File: src/rtl/id_scoreboard.sv
// rtl/id_scoreboard.sv - decode operand forwarding plus per-register load-use countdown scoreboard.
// Optional stall statistics counter is built when ID_SB_STATS_EN is defined.
module id_scoreboard #(
  parameter int NUM_RPORTS = 2,
  parameter int NUM_FWD    = 2,
  parameter int LOAD_LAT   = 1,
  parameter int ADDR_W     = 5,
  parameter int DATA_W     = 32
) (
  input  logic                                 clk,
  input  logic                                 rst,
  input  logic                                 issue_valid,
  input  logic                                 issue_we,
  input  logic [ADDR_W-1:0]                    issue_waddr,
  input  logic                                 issue_is_load,
  input  logic                                 stall_pipe,
  input  logic                                 flush,
  input  logic [NUM_RPORTS*ADDR_W-1:0]         raddr,
  input  logic [NUM_RPORTS-1:0]                rread_en,
  input  logic [NUM_RPORTS*DATA_W-1:0]         rf_rdata,
  input  logic [NUM_FWD*(1+ADDR_W+DATA_W)-1:0] fwd_bus,
  output logic [NUM_RPORTS*DATA_W-1:0]         rdata,
  output logic                                 stallreq,
  output logic [31:0]                          stall_cycles
);

  localparam int FW    = 1 + ADDR_W + DATA_W;
  localparam int NREG  = 1 << ADDR_W;
  localparam int CNT_W = $clog2(LOAD_LAT + 1);
  localparam logic [CNT_W-1:0] LAT_V = CNT_W'(LOAD_LAT);

  logic [CNT_W-1:0] cnt_q [NREG];
  logic [CNT_W-1:0] cnt_d [NREG];
  logic             fire;

  // Scan sources oldest to youngest so the lowest index wins.
  always_comb begin
    rdata = '0;
    for (int p = 0; p < NUM_RPORTS; p++) begin
      rdata[p*DATA_W +: DATA_W] = rf_rdata[p*DATA_W +: DATA_W];
      for (int s = NUM_FWD - 1; s >= 0; s--) begin
        if (fwd_bus[s*FW + ADDR_W + DATA_W] &&
            (fwd_bus[s*FW + DATA_W +: ADDR_W] == raddr[p*ADDR_W +: ADDR_W]))
          rdata[p*DATA_W +: DATA_W] = fwd_bus[s*FW +: DATA_W];
      end
      if (raddr[p*ADDR_W +: ADDR_W] == '0)
        rdata[p*DATA_W +: DATA_W] = '0;
    end
  end

  always_comb begin
    stallreq = 1'b0;
    for (int p = 0; p < NUM_RPORTS; p++) begin
      if (rread_en[p] && (raddr[p*ADDR_W +: ADDR_W] != '0) &&
          (cnt_q[raddr[p*ADDR_W +: ADDR_W]] != '0))
        stallreq = 1'b1;
    end
  end

  assign fire = issue_valid & ~stallreq & ~stall_pipe & ~flush;

  always_comb begin
    for (int r = 0; r < NREG; r++) cnt_d[r] = cnt_q[r];
    if (flush) begin
      for (int r = 0; r < NREG; r++) cnt_d[r] = '0;
    end else if (!stall_pipe) begin
      for (int r = 0; r < NREG; r++)
        if (cnt_q[r] != '0) cnt_d[r] = cnt_q[r] - 1'b1;
      // A non-load write supersedes a pending load; its result is forwarded.
      if (fire && issue_we && (issue_waddr != '0))
        cnt_d[issue_waddr] = issue_is_load ? LAT_V : '0;
    end
    cnt_d[0] = '0;
  end

  always_ff @(posedge clk or negedge rst) begin
    if (!rst) begin
      for (int r = 0; r < NREG; r++) cnt_q[r] <= '0;
    end else begin
      for (int r = 0; r < NREG; r++) cnt_q[r] <= cnt_d[r];
    end
  end

`ifdef ID_SB_STATS_EN
  logic [31:0] stat_q;
  logic [31:0] stat_d;

  always_comb begin
    stat_d = stat_q;
    if (stallreq && !flush && (stat_q != 32'hFFFF_FFFF))
      stat_d = stat_q + 32'd1;
  end

  always_ff @(posedge clk or negedge rst) begin
    if (!rst) stat_q <= '0;
    else      stat_q <= stat_d;
  end

  assign stall_cycles = stat_q;
`else
  assign stall_cycles = '0;
`endif

endmodule
File: config.mk
export PLATFORM = sky130hd
export DESIGN_NAME = id_scoreboard
export DESIGN_NICKNAME = d
export VERILOG_FILES = /design/src/rtl/id_scoreboard.sv
export SDC_FILE = /design/constraint.sdc
export NUM_CORES = 1
export LEC_CHECK = 0
export BUFFER_PORTS_ARGS = -buffer_cell sky130_fd_sc_hd__buf_2
export CELL_PAD_IN_SITES_DETAIL_PLACEMENT = 0
export CELL_PAD_IN_SITES_GLOBAL_PLACEMENT = 1
export CORE_MARGIN = 2
export CORE_UTILIZATION = 30
export CTS_CLUSTER_SIZE = 30
export DETAILED_ROUTE_END_ITERATION = 8
export PLACE_DENSITY_LB_ADDON = 0.08
export SETUP_SLACK_MARGIN = 0.2
export SLEW_MARGIN = 20
export SYNTH_ARGS = -nofsm -noshare
export SYNTH_HDL_FRONTEND = slang
export SYNTH_SLANG_ARGS = --single-unit
File: constraint.sdc
create_clock -name clk -period 7.8 [get_ports clk]
set_clock_uncertainty 0.05 [all_clocks]
set_input_delay 1.56 -clock clk [delete_from_list [all_inputs] [get_ports clk]]
set_output_delay 1.56 -clock clk [all_outputs]
set_load 0.02 [all_outputs]
==> results of run 1 <==
## power by group through the flow
stage                     clock [mW]  sequential [mW]  combinational, mW
final                          0.185            0.161              0.219
after global routing           0.196            0.161              0.236
after CTS                      0.188            0.161              0.220
after detailed placement           0            0.164              0.219
after global placement             0            0.164              0.217
after floorplan                    0            0.164              0.141
## layer usage
layer	vias up	global-route usage
met5	-	0
met4	0	0.0350
met3	15	0.0270
met2	170	0.376
met1	2099	0.285
li1	2022	-
## metrics by stage
step | total power [mW] | area, um2 | worst slack (ns) | utilization
after floorplan | 0.305 | 4070 | 2.83 | -
after global placement | 0.381 | 4960 | 2.21 | 0.390
after detailed placement | 0.383 | 4970 | 2.20 | 0.390
after CTS | 0.569 | 5110 | 2.20 | 0.402
after global routing | 0.593 | 5110 | 2.00 | 0.402
final | 0.565 | 5110 | 2.26 | 0.402
## Yosys cell counts (6+ instances only)
cell / number / area share
a211oi_1: 64 / 0.12
a32o_1: 31 / 0.079
buf_2: 6 / 0.0076
buf_4: 38 / 0.072
buf_6: 6 / 0.017
clkbuf_1: 18 / 0.017
dfrtp_1: 31 / 0.20
mux2i_1: 75 / 0.19
mux4_2: 7 / 0.040
nand2_1: 6 / 0.0057
nand3_1: 7 / 0.0089
nor2_1: 74 / 0.070
xor2_1: 16 / 0.035
## layout make-up
cell class	instances	area, um2	area share
multi-input cells	365	2790	0.546
clock buffers	5	125	0.0245
flip-flops and latches	31	776	0.152
clock inverters	3	20.0	0.00392
repair buffers	233	1180	0.231
well taps	172	215	0.0421
inverters	2	7.51	0.00147
## cells in the final DEF, fill, tap and decap left out, types with 3 or more instances in the layout
cell type and count:
buf_2 228, mux2i_1 75, nor2_1 74, a211oi_1 64
conb_1 32, a32o_1 31, dfrtp_1 31, xor2_1 16
mux4_2 7, nand2_1 6, nand3_1 5, clkbuf_16 5
buf_4 5, nor3_1 4, nor4_1 4, xnor2_1 4
nor3b_1 3, or2b_1 3, nor2b_1 3, mux2_2 3
nand3b_1 3
## cells by family (layout without fill, tap and decap cells)
logic type	count (synthesis)	in the layout
other cells	1	32
compound gates	106	106
flops	31	31
simple gates	120	120
buf+inv	77	243
mux	87	87
xor+xnor	20	20
## final timing paths
| kind | slack, ns | to | cells past startpoint | startpoint |
|---|---|---|---|---|
| setup / recovery | 2.26 | rdata[60] | 7 | raddr[7] |
| min in group asynchronous | 1.28 | cnt_q[30] | 1 | rst |
| hold reg to reg | 0.46 | cnt_q[8] | 1 | cnt_q[8] |
| setup reg to reg | 5.63 | cnt_q[15] | 6 | cnt_q[23] |
| hold / removal | 0.46 | cnt_q[8] | 1 | cnt_q[8] |
| max in group asynchronous | 5.96 | cnt_q[1] | 1 | rst |
==> results_dict.tcl, run 1 <==
set metrics [dict create \
    status "finished, final reports clean" \
    avgSynthCellArea_um2 8.94 \
    tightest_slew_ns 1.07 \
    setup_viol 0 \
    worstHoldPathType "flop to flop" \
    route.met3.wl_um 834 \
    rsz0062_at_grt "false" \
    async_flop_share 1.00 \
    max-cap-violations 0 \
    intPower_mw 0.362 \
    largest_reg_flops 31 \
    grt_pass1_wl_mm 24.1 \
    pin_count 261 \
    first_iter_violations 277 \
    hold_buffers 0 \
    route.met2.wl_mm 7.80 \
    clkSinkCount 31 \
    swShare 0.359 \
    grt_max_degree 65 \
    htree_levels 2 \
    slew_headroom 0.284 \
    hold_ws_ns 0.463 \
    rows 41 \
    critPathKind "primary input to output port" \
    synth_cell_types 44 \
    die_width_um 119 \
    crit_fanout 32 \
    dr.pass1.iters 5 \
    crit_required_ns 6.19 \
    vias_per_cell 5.31 \
    switchingPower_mw 0.203 \
    ys_ff_latch 31 \
    post_cts_buffers 0 \
    pwr-share-clk 0.328 \
    synth_xor_area_frac 0.0443 \
    synth_top_family_by_area "multiplexers" \
    hold_viol_final 0 \
    diodes 0 \
    ir_drop_mv 0.0829 \
    worst_setup_path_end_kind "output port" \
    start_util 0.310 \
    setup-tns-final_ns 0 \
    area_growth_pct 29.4 \
    grt.total_usage 0.214 \
    wl_per_cell_um 19.4 \
    ys_seq_area_frac 0.196 \
    met1Wirelength_mm 6.85 \
    synth_flop_cell "dfrtp_1" \
    start_kind "primary input" \
    drc 0 \
    finalMaxSlewViolations 0 \
    num-fill-cells 1359 \
    power_leakage_nw 2.31 \
    slowest_delay_ns 0.92 \
    arrival_ns 3.93 \
    clk_root_buffer_cell "clkbuf_16" \
    coreArea_mm2 0.0127 \
    ys_warn_count 0 \
    clkLatencyLatePin_ns 0.27 \
    cts-resized-gates 0 \
    top_regs "cnt_q (31)" \
    antenna_found_initial 0 \
    p_seq_frac 0.285 \
    drive_gt1_frac 0.408 \
    final_nets 802 \
    period_needed_ns 5.54 \
    power_density_mw_per_mm2 111 \
    max_freq_ghz 0.181 \
    synth_area_mm2 0.00395 \
    critPathMostFrequentCell "buf_2" \
    synth_edf_count 0 \
    wirelength_mm 15.7 \
    cp_slowest_cell "and3_2" \
    critical-path-top-delay-family "simple AND/OR/NAND/NOR gates" \
    numCtsBuffers 5 \
    grt_overflow_total 0 \
    synth_adder_area_share 0 \
    die_area_mm2 0.0141 \
    gp_congestion 0.958 \
    synthSimpleGateAreaFrac 0.144 \
    dp.cells 803 \
    clockBufferDepth 2 \
    path_clk_slew_ns 0.05 \
    ant_nets 0 \
    path_buf_inv 2 \
    top_register "cnt_q" \
    vias 4306 \
    synthCells 442 \
    die_h_um 119 \
    fin_crit_sh 0.710 \
    synthMuxAreaShare 0.252 \
    cts_tree "built" \
    grt_pass1_vias 4175 \
    p_comb_frac 0.387 \
    dp_hpwl_mm 12.1 \
    io_buffers 228 \
    synth-compound-area-share 0.227 \
    crit_chain "buf_2 -> xor2_1 -> nor4_1 -> and3_2 -> mux2i_1 -> a211oi_1 -> buf_2" \
    finalNonFillerCells 811 \
    top_layer "met4" \
]
(Power assumes the default switching activity.)
==> inputs of run 2 (changes only) <==
Settings changed: ABC_AREA from default to 1, CORE_UTILIZATION 30 to 28.
Clock period 7.8 ns to 4.7 ns, I/O delays scaled along.
==> run 2 against run 1 <==
Sequential cell count unchanged. Count of clock-buffer cells in the layout up 3. Highest routed layer unchanged. Via count grew 40%. Clock power increased by 83%. Largest cell class unchanged. Non-clock buffer count is 8 higher. Area after synthesis is 35% higher.
==> results_dict.tcl, run 2 <==
set metrics [dict create \
    status "finished, final reports clean" \
    synthMuxAreaShare 0 \
    slew_headroom 0.360 \
    post_cts_buffers 0 \
    ir_drop_mv 0.118 \
    netlist.area_leader.share 0.190 \
    critPathMostFrequentCell "nor2_1" \
    synth_cell_types 26 \
    die_width_um 142 \
    power_leakage_nw 4.00 \
    intPower_mw 0.656 \
    crit_fanout 38 \
    io_buffers 228 \
    dp_hpwl_mm 16.4 \
    synth_adder_area_share 0 \
    p_seq_frac 0.248 \
    avgSynthCellArea_um2 5.87 \
    synth_flop_cell "dfrtp_1" \
    period_needed_ns 3.96 \
    critPathKind "primary input to output port" \
    max-cap-violations 0 \
    rsz0062_at_grt "false" \
    top_regs "cnt_q (31)" \
    top_register "cnt_q" \
    final_nets 1264 \
    cts-resized-gates 0 \
    path_buf_inv 5 \
    arrival_ns 2.97 \
    synth-compound-area-share 0.183 \
    start_util 0.285 \
    netlist_top_cells_area "nand2_1 (19%), o211ai_2 (15%), dfrtp_1 (15%), nor2_1 (13%), inv_1 (10%)" \
    grt_overflow_total 0 \
    clkSinkCount 31 \
    grt_util_met2 0.316 \
    crit_chain "buf_2 -> inv_2 -> o22ai_1 -> nor2_1 -> nand3_2 -> buf_12 -> nor2_1 -> nor2_1 -> nand2_1 -> inv_1 -> buf_2" \
    drive_gt1_frac 0.301 \
    crit_required_ns 3.71 \
    wl_per_cell_um 15.6 \
    hold_ws_ns 0.427 \
    worst_setup_path_end_kind "output port" \
    layout_commonest_cell "nand2_1" \
    critical-path-top-delay-family "buffers and inverters" \
    ant_nets 0 \
    ys_seq_area_frac 0.146 \
    clk_root_buffer_cell "clkbuf_16" \
    fin_area_mm2 0.00649 \
    dp.cells 1327 \
    use_met1 0.286 \
    layout_common_cells "nand2_1 (269), buf_2 (228), nor2_1 (176)" \
    numCtsBuffers 5 \
    ys_warn_count 0 \
    grt_pass1_wl_mm 31.6 \
    swShare 0.392 \
    ys_ff_latch 31 \
    first_iter_violations 358 \
    switchingPower_mw 0.423 \
    hold_buffers 0 \
    dr.pass1.iters 5 \
    synth.largest_area_cell "nand2_1" \
    power_density_mw_per_mm2 166 \
    grt.total_usage 0.199 \
    coreArea_mm2 0.0186 \
    worstHoldPathType "flop to flop" \
    vias 6040 \
    synthSimpleGateAreaFrac 0.428 \
    grt_util_met3 0.0273 \
    synthCells 906 \
    clockBufferDepth 2 \
    start_kind "primary input" \
    die_area_mm2 0.0201 \
    cts_tree "built" \
    synthTopCellsByCount "nand2_1 (269), nor2_1 (177), inv_1 (145)" \
    largest_reg_flops 31 \
    wirelength_mm 20.9 \
    placed_cell_area_mm2 0.00632 \
    synth_top_family_by_area "simple AND/OR/NAND/NOR gates" \
    antenna_found_initial 4 \
    max_freq_ghz 0.253 \
    area_growth_pct 22.1 \
    slowest_delay_ns 0.32 \
    die_h_um 142 \
    p_comb_frac 0.438 \
    setup-tns-final_ns 0 \
    synth_edf_count 0 \
    cp_slowest_cell "buf_2" \
    htree_levels 2 \
    drc 0 \
    setup_viol 0 \
    pwr-share-clk 0.314 \
    yosysMostFrequentCell "nand2_1" \
    synth_xor_area_frac 0.00659 \
    async_flop_share 1.00 \
    grt_max_degree 65 \
    grt.busiest_layer "met2" \
    grt_pass1_vias 5482 \
    clkLatencyLatePin_ns 0.28 \
    hold_viol_final 0 \
    vias_per_cell 4.51 \
    fin_crit_sh 0.842 \
    tightest_slew_ns 0.958 \
    path_clk_slew_ns 0.05 \
    utilization 0.348 \
    rows 50 \
    finalNonFillerCells 1339 \
    pin_count 261 \
    finalMaxSlewViolations 0 \
    synth_area_mm2 0.00531 \
    gp_congestion 0.846 \
]
[run 2: cell types whose count changed after synthesis, moves of 46 or more]
| cell | delta |
|---|---|
| nor2_1 | +103 |
| o211ai_2 | +64 |
| a211oi_1 | -64 |
| nand2_1 | +263 |
| nand3_1 | +46 |
| mux2i_1 | -75 |
| inv_1 | +143 |
[run 2: final cells by class]
cell class,count,area (um2)
diodes,4,10.0
clock buffers,8,156
fillers,2197,12200
inverters,150,563
multi-input cells,671,3400
flip-flops and latches,31,776
well taps,234,293
repair buffers,241,1290
[run 2: cell families (layout without fill, tap and decap cells)]
family                 count (synthesis)  in the layout
flip-flops                            31             31
other                                  1             36
AO/OA/AOI/OAI                         92             92
XOR/XNOR                               4              4
buffers and inverters                235            399
AND/OR/NAND/NOR                      543            543
[run 2: through the flow]
stage                     power [mW]  setup WS (ns)
after floorplan                0.599           1.62
after global placement         0.749          0.716
after detailed placement       0.746          0.727
after CTS                       1.09          0.719
after global routing            1.15          0.577
final                           1.08          0.744
[run 2: path summary, 6_finish.rpt]
check / from / to / slack (ns) / cells past startpoint
min in group asynchronous: rst / cnt_q[21] / 0.68 / 1
max in group asynchronous: rst / cnt_q[8] / 3.44 / 1
max: raddr[0] / rdata[31] / 0.74 / 11
min: cnt_q[3] / cnt_q[3] / 0.43 / 2
min reg2reg: cnt_q[3] / cnt_q[3] / 0.43 / 2
max reg2reg: cnt_q[28] / cnt_q[12] / 2.86 / 12
[run 2: worst reg2reg max path, delay by kind of cell (launching register included)]
family	cells	cell delay, ns
buffers and inverters	2	0.44
flip-flops	1	0.40
AND/OR/NAND/NOR	10	0.88
[run 2: power by group through the flow]
stage	Combinational, mW	Clock, mW	Sequential, mW
3_3_place_gp	0.477	0	0.272
2_1_floorplan	0.327	0	0.272
5_1_grt	0.522	0.359	0.267
3_5_place_dp	0.475	0	0.272
6_report	0.472	0.339	0.267
4_1_cts	0.477	0.345	0.267
[run 2: metal layers]
metal	vias to the layer above	routed length, um
met4	0	306
li1	3154	-
met2	203	9520
met1	2663	9930
met5	-	0
met3	20	1140
